**config.mk**
```make
export PLATFORM = sky130hd
export DESIGN_NAME = z80fi_insn_capture
export DESIGN_NICKNAME = d
export VERILOG_FILES = /design/src/rtl/z80fi_insn_capture.sv
export SDC_FILE = /design/constraint.sdc
export NUM_CORES = 1
export LEC_CHECK = 0
export ABC_AREA = 1
export CAP_MARGIN = 20
export CORE_UTILIZATION = 50
export DETAILED_ROUTE_END_ITERATION = 6
export GPL_TIMING_DRIVEN = 0
export MAX_ROUTING_LAYER = met4
export PLACE_DENSITY_LB_ADDON = 0.25
export SYNTH_ARGS = -nofsm -noshare
export SYNTH_HDL_FRONTEND = slang
export SYNTH_SLANG_ARGS = --single-unit
```
**constraint.sdc**
```tcl
create_clock -name clk -period 3.6 [get_ports clk]
set_input_delay 0.36 -clock clk [delete_from_list [all_inputs] [get_ports clk]]
set_output_delay 0.36 -clock clk [all_outputs]
set_load 0.02 [all_outputs]
```
**src/rtl/z80fi_insn_capture.sv**
```systemverilog
// z80fi_insn_capture: assembles one Z80FI retirement record per instruction from core strobes
module z80fi_insn_capture #(
    parameter int MAX_MCYCLES    = 6,
    parameter int MAX_INSN_BYTES = 4
) (
    input  logic                        clk,
    input  logic                        reset_n,
    input  logic                        instr_start,
    input  logic                        instr_retire,
    input  logic                        mcycle_start,
    input  logic [2:0]                  mcycle_type,
    input  logic                        tstate_tick,
    input  logic                        insn_byte_valid,
    input  logic [7:0]                  insn_byte,
    input  logic [7:0]                  reg_a,
    input  logic [7:0]                  reg_f,
    input  logic [15:0]                 reg_ip,
    output logic                        z80fi_valid,
    output logic [8*MAX_INSN_BYTES-1:0] z80fi_insn,
    output logic [2:0]                  z80fi_insn_len,
    output logic [7:0]                  z80fi_reg_a_in,
    output logic [7:0]                  z80fi_reg_f_in,
    output logic [15:0]                 z80fi_reg_ip_in,
    output logic [7:0]                  z80fi_reg_a_out,
    output logic [7:0]                  z80fi_reg_f_out,
    output logic [15:0]                 z80fi_reg_ip_out,
    output logic [3*MAX_MCYCLES-1:0]    z80fi_mcycle_types,
    output logic [4*MAX_MCYCLES-1:0]    z80fi_tcycles,
    output logic                        z80fi_overflow
);
    localparam int BW = 8 * MAX_INSN_BYTES;
    localparam int TW = 3 * MAX_MCYCLES;
    localparam int CW = 4 * MAX_MCYCLES;
    // slot index runs 0..MAX_MCYCLES; MAX_MCYCLES+1 marks a dropped M-cycle whose ticks are ignored
    localparam int IW = $clog2(MAX_MCYCLES + 2);
    localparam logic [2:0] CYCLE_NONE = 3'd0;

    typedef enum logic {IDLE, CAPTURE} state_t;

    state_t          state_q, state_d;
    logic            act, retire_fire;
    logic [BW-1:0]   wk_insn, b_insn, nx_insn;
    logic [2:0]      wk_len, b_len, nx_len;
    logic [TW-1:0]   wk_types, b_types, nx_types;
    logic [CW-1:0]   wk_tcyc, b_tcyc, nx_tcyc;
    logic [IW-1:0]   wk_idx, b_idx, nx_idx, cur;
    logic            wk_ovf, b_ovf, nx_ovf;
    logic [7:0]      wk_a_in, wk_f_in;
    logic [15:0]     wk_ip_in;

    // state register
    always_ff @(posedge clk or negedge reset_n) begin
        if (!reset_n)
            state_q <= IDLE;
        else
            state_q <= state_d;
    end

    // next state: a start always (re)enters capture, a retire in capture returns to idle
    always_comb begin
        state_d = instr_start ? CAPTURE :
                  (state_q == CAPTURE && instr_retire) ? IDLE : state_q;
    end

    // FSM outputs: events are accepted while capturing or on the cycle a new instruction starts
    always_comb begin
        act         = instr_start || state_q == CAPTURE;
        retire_fire = state_q == CAPTURE && instr_retire;
    end

    // next working record: cleared on start, then this cycle's byte/M-cycle/tick applied
    always_comb begin
        b_insn   = instr_start ? '0 : wk_insn;
        b_len    = instr_start ? '0 : wk_len;
        b_types  = instr_start ? {MAX_MCYCLES{CYCLE_NONE}} : wk_types;
        b_tcyc   = instr_start ? '0 : wk_tcyc;
        b_idx    = instr_start ? '0 : wk_idx;
        b_ovf    = instr_start ? 1'b0 : wk_ovf;
        nx_insn  = b_insn;
        nx_len   = b_len;
        nx_types = b_types;
        nx_tcyc  = b_tcyc;
        nx_idx   = b_idx;
        nx_ovf   = b_ovf;
        if (act && insn_byte_valid) begin
            if (int'(b_len) < MAX_INSN_BYTES)
                nx_len = b_len + 3'd1;
            else
                nx_ovf = 1'b1;
            for (int k = 0; k < MAX_INSN_BYTES; k++)
                if (b_len == 3'(k))
                    nx_insn[8*k +: 8] = insn_byte;
        end
        if (act && mcycle_start) begin
            nx_idx = (int'(b_idx) < MAX_MCYCLES) ? b_idx + IW'(1) : IW'(MAX_MCYCLES + 1);
            nx_ovf = nx_ovf | (int'(b_idx) >= MAX_MCYCLES);
            for (int k = 0; k < MAX_MCYCLES; k++)
                if (b_idx == IW'(k))
                    nx_types[3*k +: 3] = mcycle_type;
        end
        cur = (nx_idx == '0) ? '0 : nx_idx - IW'(1);
        for (int k = 0; k < MAX_MCYCLES; k++)
            if (act && tstate_tick && nx_idx <= IW'(MAX_MCYCLES) && cur == IW'(k) &&
                nx_tcyc[4*k +: 4] != 4'hf)
                nx_tcyc[4*k +: 4] = nx_tcyc[4*k +: 4] + 4'd1;
    end

    // working buffers track the record under construction; in-regs latch at start
    always_ff @(posedge clk or negedge reset_n) begin
        if (!reset_n) begin
            wk_insn  <= '0;
            wk_len   <= '0;
            wk_types <= {MAX_MCYCLES{CYCLE_NONE}};
            wk_tcyc  <= '0;
            wk_idx   <= '0;
            wk_ovf   <= 1'b0;
            wk_a_in  <= '0;
            wk_f_in  <= '0;
            wk_ip_in <= '0;
        end else begin
            wk_insn  <= nx_insn;
            wk_len   <= nx_len;
            wk_types <= nx_types;
            wk_tcyc  <= nx_tcyc;
            wk_idx   <= nx_idx;
            wk_ovf   <= nx_ovf;
            if (instr_start) begin
                wk_a_in  <= reg_a;
                wk_f_in  <= reg_f;
                wk_ip_in <= reg_ip;
            end
        end
    end

    // output record loads only at retire; a coincident start's events belong to the new record
    always_ff @(posedge clk or negedge reset_n) begin
        if (!reset_n) begin
            z80fi_valid        <= 1'b0;
            z80fi_insn         <= '0;
            z80fi_insn_len     <= '0;
            z80fi_reg_a_in     <= '0;
            z80fi_reg_f_in     <= '0;
            z80fi_reg_ip_in    <= '0;
            z80fi_reg_a_out    <= '0;
            z80fi_reg_f_out    <= '0;
            z80fi_reg_ip_out   <= '0;
            z80fi_mcycle_types <= {MAX_MCYCLES{CYCLE_NONE}};
            z80fi_tcycles      <= '0;
            z80fi_overflow     <= 1'b0;
        end else begin
            z80fi_valid <= retire_fire;
            if (retire_fire) begin
                z80fi_insn         <= instr_start ? wk_insn  : nx_insn;
                z80fi_insn_len     <= instr_start ? wk_len   : nx_len;
                z80fi_mcycle_types <= instr_start ? wk_types : nx_types;
                z80fi_tcycles      <= instr_start ? wk_tcyc  : nx_tcyc;
                z80fi_overflow     <= instr_start ? wk_ovf   : nx_ovf;
                z80fi_reg_a_in     <= wk_a_in;
                z80fi_reg_f_in     <= wk_f_in;
                z80fi_reg_ip_in    <= wk_ip_in;
                z80fi_reg_a_out    <= reg_a;
                z80fi_reg_f_out    <= reg_f;
                z80fi_reg_ip_out   <= reg_ip;
            end
        end
    end
endmodule
```
# Word-level counts from Yosys, hierarchy flattened
# Index checks and enable logic that the tools add are counted.
# word_totals
ff_bits	257
in_bits	50
elab_cells	117
# op_classes
addsub	9
magnitude_cmp	4
n_eq_ne	19
mux	39
bitwise	1
n_reduce_logical	23
# op_table
operator	count
$mux 32	3
$mux 18	3
$mux 24	2
$mux 3	14
$mux 8	4
$add 4x1->4 const B	6
$mux 4	6
$ne 4x4->1 const B	6
$eq 3x2->1 const B	6
$logic_and 1x1->1	17
$eq 3x3->1 const B	4
$logic_not 3->1	4
$eq 3x1->1 const B	3
$mux 1	7
$add 3x1->3 const B	2
$lt 3x3->1 const B	2
$ge 3x3->1 const B	1
$le 3x3->1 const B	1
$sub 3x1->3 const B	1
$reduce_bool 2->1	1
$logic_or 1x1->1	1
$or 1x1->1	1

# Depth between registers and ports, before layout
# Gate-level depths: netlist of the first run.
# depth
depth_word	11
mapped_depth	16

# Worst setup path before layout of the first run
# Ideal clock, no wire load.
# synth_path
path_kind	input -> register
startpoint	input port instr_start
endpoint	register z80fi_tcycles[23]
setup_ns	0.117
arrival_ns	1.874
t_required_ns	3.483
setup_slack_ns	1.609
cell_stages	14
cell_sequence	buf_6 -> buf_4 -> buf_4 -> buf_4 -> nor2_1 -> ha_1 -> nand3_1 -> nand2_2 -> nor2_4 -> nand2_1 -> nand2_1 -> nand3_1 -> nand2_1 -> nand2_1
# synth_via
elab_chain_len	11
elab_cells_between_ends	21
# synth_rtl
item	line	source
start: declaration	8	input logic instr_start,
$mux 3	77	b_idx = instr_start ? '0 : wk_idx;
$add 3x1->3 or $lt 3x3->1 (tied branches)	95	nx_idx = (int'(b_idx) < MAX_MCYCLES) ? b_idx + IW'(1) : IW'(MAX_MCYCLES + 1);
$mux 3	95	
$mux 3	94	if (act && mcycle_start) begin
$sub 3x1->3 or $logic_not 3->1 (tied branches)	101	cur = (nx_idx == '0) ? '0 : nx_idx - IW'(1);
$mux 3	101	
$eq 3x3->1	103	if (act && tstate_tick && nx_idx <= IW'(MAX_MCYCLES) && cur == IW'(k) &&
$logic_and 1x1->1 (2 in a row)	103	
$mux 4	103	
$mux 24 (*)	156	z80fi_tcycles <= instr_start ? wk_tcyc : nx_tcyc;
end signal: assignment	156	
end: declaration	28	output logic [4*MAX_MCYCLES-1:0] z80fi_tcycles,
# Mark *: on every way between the ends. The rest lies on a longest branch, timed or not.
# A chain may end at the register's enable or synchronous reset.

# Worst setup path after layout of the first run
# layout_path
startpoint	register wk_idx[2]
endpoint	register z80fi_tcycles[13]
# layout_via
elab_chain_len	11
elab_cells_between_ends	15
# layout_rtl
item	line	source
start: declaration	46	logic [IW-1:0] wk_idx, b_idx, nx_idx, cur;
start signal: assignment	125	wk_idx <= nx_idx;
$mux 3 (*)	77	
$add 3x1->3 or $lt 3x3->1 (tied branches)	95	
$mux 3	95	
$mux 3 (*)	94	
net nx_idx[2]	46	
$sub 3x1->3 or $logic_not 3->1 (tied branches)	101	
$mux 3	101	
$eq 3x2->1	103	
$logic_and 1x1->1 (*) (2 in a row)	103	
$mux 4 (*)	103	
$mux 24 (*)	156	
# The timed path passes the listed nets; every way through them passes the cells marked *.

==> run_results.csv, run 1 <==
group,metric,value,unit
worst_hold_path,holdPathEnd,"wk_tcyc[2]",
layout,antennaDiodeCount,0,
floorplanning,start_util,51.1,%
setup_path,crit_slowest_cell,"dfrtp_1",
detailed_routing,totalWireLength,29600,um
pwr,power_density,532,nW/um2
placed_design,dp_hpwl,20300,um
worst_hold_path,hold_path.startpoint,"instr_start",
setup_path,cp.arrival,2680,ps
logic_synthesis,syn_area_per_cell,8.70,um2
setup_path,path_class,"reg -> reg",
cts,cts.htree.levels,1,
logic_synthesis,dominantRegCellSynth,"dfrtp_1",
cts,clockBufferDepth,3,
setup_path,worstPathCellList,"inv_1, nor2_1, inv_1, ha_1, nand2_1, nand2_1, nand2_4, nand3_2, nor2_4, nand2_1, nand2_1, nand3_1, nand2_1, nand2_1",
floorplanning,rows,54,
timing,clock_skew,12.0,ps
global_route,groute.usage.overall,26.9,%
setup_path,crit_top_cell,"nand2_1",
cts,clk_latency,530,ps
logic_synthesis,syn_area,11100,um2
layout,multiInputGateArea,4020,um2
logic_synthesis,ys_ff_latch,257,
timing,rsz0062_at_grt,"no",
logic_synthesis,synth_nets,1343,
detailed_routing,drc,0,
detailed_routing,drt-vias-per-instance,5.32,
setup_path,rr_startpoint,"wk_idx[2]",
timing,worst_pin_slew,620,ps
global_route,first_global_vias,9313,
placed_design,port_buffers,191,
layout,syn2layout_area_growth,29.3,%
timing,slew_headroom,58.7,%
layout,fin_nets,1566,
placed_design,place_congestion,0.865,
outcome,status,"finished, final reports clean",
timing,max_freq,0.442,GHz
setup_path,r2r_end,"z80fi_tcycles[13]",
timing,final_max_slew_viol_count,0,
setup_path,crit_path_start_kind,"flip-flop",
layout,fill_cells,1788,
setup_path,crit_required,4010,ps
floorplanning,num_io_pins,193,
logic_synthesis,synthArstFlopShare,100,%
logic_synthesis,yosysWarnings,0,
floorplanning,die_area,22900,um2
setup_path,cpPeakStageDelay,410,ps
timing,period_minus_slack,2260,ps
floorplanning,coreArea,21800,um2
logic_synthesis,yosysSeqAreaShare,57.7,%
setup_path,reg2regPathDepth,14,
global_route,grt_pass1_wl,47100,um
worst_hold_path,whs_path_depth,4,
detailed_routing,vias,9589,
timing,hold_viol_final,0,
timing,period_share,62.9,%
logic_synthesis,synth_edf_count,0,
logic_synthesis,synthDistinctLibCells,31,
setup_path,cp_max_fo,6,
cts,cts-root-buf,"clkbuf_16",
cts,cts_made_buffers,27,
cts,clock-sinks,257,
timing,fin_tns_setup,0,ps
timing,setup_viol,0,
logic_synthesis,synthesis.instances,1281,
global_route,overflow,0,
detailed_routing,drtIter0Drc,703,
setup_path,crit_path_end_kind,"flip-flop",
worst_hold_path,min-delay-path-class,"in -> reg",
global_route,grt_max_degree,103,
detailed_routing,wire_per_inst,16.4,um
layout,regArea,6430,um2
floorplanning,die_h,151,um
pwr,finalPower,7660,uW
pwr,leakage,0.00693,uW
detailed_routing,antenna_left,0,
setup_path,worst-r2r-setup-slack,1340,ps
detailed_routing,firstDrtPassIters,5,
layout,drive_gt1_share,8.01,%
cts,tritoncts,"built",
cts,path_clk_slew,70,ps
floorplanning,die_w,151,um
run,max_cap_violations,0,
pwr,ir_worst_vdd,0.336,mV
global_route,antenna_found_initial,0,
## layer usage
layer  up-vias  wire length [um]  GRT usage (%)
li1       4555                 -              -
met1      4678             13400           36.9
met2       308             13500           41.7
met3        48              2050           3.95
met4         0               648           7.85
met5         -                 0              -
## synth_stat cells, types with 8 or more instances
cell        n  area [um2]
nand2_1   389        1460
dfrtp_1   257        6430
o21ai_0   120         601
inv_1      99         372
a21oi_1    93         465
nand3_1    89         445
nor2_1     72         270
clkbuf_1   34         128
buf_2      16        80.1
nand3_2    14         140
nand2_2    13        81.3
ha_1       12         150
o22ai_1    12        75.1
buf_1      10        37.5
o21ai_1     8        40.0
xor2_1      8        70.1
## where the power goes
group	internal [uW]	switching, uW	leakage (uW)
registers	3170	156	0.00329
clock network	1750	1140	0.000468
logic	591	846	0.00317
## area by class of cell
type	instances	area share (%)
sequential	257	44.6
multi-input combinational	853	27.9
timing repair buffer	194	13.8
clock buffer	38	5.53
inverter	106	2.81
tap	280	2.43
buffer	65	2.01
clock inverter	11	0.955
## logic make-up (layout without fill, tap and decap cells)
logic type	after synthesis	after routing	share of synthesized area, %
AOI/OAI and AO/OA	240	240	11.1
xor gates and xnor gates	10	10	0.786
adders and majority gates	12	12	1.35
buffers and inverters	171	414	6.24
DFF	257	257	57.7
and+or+nand+nor	591	591	22.8
## worst max path at each step
stage / from / to / slack (ps) / cells past startpoint
after detailed placement: instr_retire / z80fi_tcycles[23] / 980 / 6
after global routing: wk_idx[2] / z80fi_tcycles[18] / 1050 / 12
after floorplan: instr_start / z80fi_tcycles[23] / 1610 / 14
after global placement: reset_n / z80fi_insn[22] / -8810 / 1
after CTS: wk_idx[2] / z80fi_tcycles[22] / 1370 / 14
final: wk_idx[2] / z80fi_tcycles[13] / 1340 / 14
## stage by stage
step           utilization (%)  hold slack, ps  cell area (um2)  worst slack (ps)  std cells
3_3_place_gp              61.4             461            13400             -8810       1752
6_report                  66.0             258            14400              1340       1804
2_1_floorplan                -            64.4            11100              1610       1281
4_1_cts                   66.0             239            14400              1370       1804
3_5_place_dp              61.7             322            13500               982       1754
5_1_grt                   66.0             266            14400              1050       1804
## critical path: cells and delay by family (launching register included)
kind	cells	cell delay [ps]
AND/OR/NAND/NOR	11	1250
buffers and inverters	2	180
flip-flops	1	410
adder cells (fa/ha/maj)	1	300
## sequential cells by signal, summed over array words and instances (netlist names), 16 cells and up
register	cells
wk_ip_in	16
z80fi_mcycle_types	18
wk_tcyc	24
z80fi_insn	32
wk_types	18
wk_insn	32
z80fi_reg_ip_out	16
z80fi_reg_ip_in	16
z80fi_tcycles	24
## timing repair
item	in CTS	in global routing
endpoints found under the hold margin	58	0
hold buffers	1	0
gates resized for setup	0	0
setup buffers	0	0
## cell usage in the layout (no fill, tap or decap), types with 10 or more instances in the layout
cell,count
nand3_1,89
buf_1,10
nor2_1,72
clkbuf_16,27
inv_1,99
buf_2,16
ha_1,12
nand2_2,13
o21ai_0,120
clkbuf_1,37
dfrtp_1,257
nand3_2,14
clkdlybuf4s50_1,190
nand2_1,389
a21oi_1,93
o22ai_1,12
Power figures use the tool's default switching activity.
==> run 2: changes to the inputs <==
Clock period 3.6 ns to 2.1 ns, I/O delays scaled along.
==> run_results.csv, run 2 (synthesis gave the netlist of run 1 again) <==
group,metric,value,unit
cts,clk_latency,530,ps
detailed_routing,drtIter0Drc,692,
layout,drive_gt1_share,11.5,%
floorplanning,die_area,22900,um2
pwr,leakage,0.00708,uW
global_route,groute.usage.overall,26.9,%
layout,fin_nets,1579,
placed_design,place_area,13500,um2
pwr,switching_share,28.1,%
pwr,p_switching,3710,uW
placed_design,place_congestion,0.865,
detailed_routing,wire_per_inst,16.6,um
setup_path,crit_required,2560,ps
cts,cts_made_buffers,27,
timing,max_freq,0.480,GHz
placed_design,port_buffers,191,
layout,fill_cells,1737,
detailed_routing,drc,0,
layout,layout_commonest_cell,"nand2_1",
setup_path,crit_path_start_kind,"flip-flop",
timing,worst_pin_slew,671,ps
detailed_routing,totalWireLength,30200,um
global_route,grt_pass1_wl,47100,um
floorplanning,coreArea,21800,um2
pwr,power.internal,9500,uW
cts,cts.htree.levels,1,
global_route,first_global_vias,9324,
layout,antennaDiodeCount,0,
floorplanning,die_w,151,um
timing,hold_viol_final,0,
outcome,status,"finished, final reports clean",
timing,fin_tns_setup,0,ps
timing,period_minus_slack,2080,ps
global_route,overflow,0,
layout,syn2layout_area_growth,32.3,%
detailed_routing,vias,9763,
worst_hold_path,min-delay-path-class,"in -> reg",
pwr,power_frac_clock,37.6,%
timing,final_max_slew_viol_count,0,
floorplanning,rows,54,
detailed_routing,antenna_left,0,
setup_path,crit_path_end_kind,"flip-flop",
pwr,p_seq_share,43.2,%
detailed_routing,drt-vias-per-instance,5.37,
placed_design,dp_hpwl,20300,um
run,max_cap_violations,0,
setup_path,cp.arrival,2540,ps
setup_path,path_class,"reg -> reg",
timing,rsz0062_at_grt,"yes",
setup_path,cp_max_fo,3,
pwr,ir_worst_vdd,0.577,mV
floorplanning,num_io_pins,193,
global_route,antenna_found_initial,0,
cts,tritoncts,"built",
global_route,grt_max_degree,103,
cts,cts-root-buf,"clkbuf_16",
cts,clockBufferDepth,3,
pwr,combPwrFrac,19.2,%
layout,fin_area,14700,um2
layout,largest_registers,"wk_insn x32, z80fi_insn x32",
detailed_routing,firstDrtPassIters,5,
floorplanning,die_h,151,um
cts,path_clk_slew,70,ps
layout,layout_common_cells,"nand2_1, dfrtp_1, clkdlybuf4s50_1",
pwr,power_density,896,nW/um2
timing,setup_viol,0,
floorplanning,start_util,51.1,%
cts,clock-sinks,257,
timing,clock_skew,10.2,ps
timing,period_share,99.2,%
timing,slew_headroom,55.3,%
-- run 2: cell types whose count changed in the layout (fill, tap and decap cells not counted), moves of 5 or more --
| cell | delta |
|---|---|
| nand2_1 | -13 |
| clkbuf_1 | -6 |
| nand3_2 | +6 |
| nand3_1 | -9 |
| nor2_4 | +5 |
| buf_4 | +11 |
| o21ai_0 | -6 |
| clkbuf_2 | +6 |
| nand2_2 | +9 |
-- run 2: power groups by stage --
stage | combinational [uW] | clock, uW | sequential [uW]
2_1_floorplan | 782 | 0 | 6190
3_3_place_gp | 2410 | 0 | 5780
3_5_place_dp | 2460 | 0 | 5790
4_1_cts | 2490 | 5060 | 5700
5_1_grt | 2770 | 5230 | 5760
6_report | 2540 | 4960 | 5710
-- run 2: stage by stage --
step	util (%)	cells	hold slack (ps)	setup slack, ps	total power (uW)
final	67.6	1817	132	17.6	13200
after global routing	67.6	1817	145	-101	13800
after CTS	66.2	1805	106	2.93	13300
after detailed placement	61.7	1754	172	-368	8250
after global placement	61.4	1752	461	-10160	8190
after floorplan	-	1281	-85.6	252	6970
-- run 2: worst max-delay path: stages (launching register included) --
cell and delay, ps:
dfrtp_1 370, inv_2 60, nor2_4 130, inv_2 60, buf_4 140, ha_4 210, inv_1 70, nand3_2 100
nand2_4 130, nand3_4 90, nor2_4 180, buf_6 140, nand3_2 90, nand3_1 100, nand2_1 60, nand2_1 70
-- run 2: routing by layer --
layer  track usage, %  share of wire (%)  wire [um]
met5                -                  0          0
met4             7.70                2.1        633
met3             3.95                7.4       2240
met2             41.8                 46      14000
met1             36.9                 44      13300
-- run 2: what timing repair did --
action                     in CTS  in global routing
gates resized for setup         9                 57
setup buffers                   1                 11
hold buffers                    1                  0
gates cloned                    0                  1
hold endpoints to repair       58                  0
pin swaps                       1                 21
setup endpoints to repair      33                 75
-- run 2: worst paths after layout --
check | startpoint | endpoint | slack (ps) | cells after the start
setup / recovery | wk_idx[1] | z80fi_tcycles[14] | 20 | 15
hold / removal | instr_start | wk_len[2] | 130 | 4
setup reg to reg | wk_idx[1] | z80fi_tcycles[14] | 20 | 15
hold reg to reg | z80fi_reg_ip_out[6] | z80fi_reg_ip_out[6] | 470 | 2
max in group asynchronous | reset_n | z80fi_insn[19] | 600 | 4
min in group asynchronous | reset_n | z80fi_reg_ip_out[4] | 200 | 2
-- run 2: cell type report --
class                   instances  area [um2]  area share (%)
flip-flops and latches        257        6430            43.6
multi-input cells             853        4210            28.5
repair buffers                207        2100            14.2
clock buffers                  38         797            5.41
inverters                     106         410            2.78
well taps                     280         350            2.38
plain buffers                  65         307            2.08
clock inverters                11         138           0.934
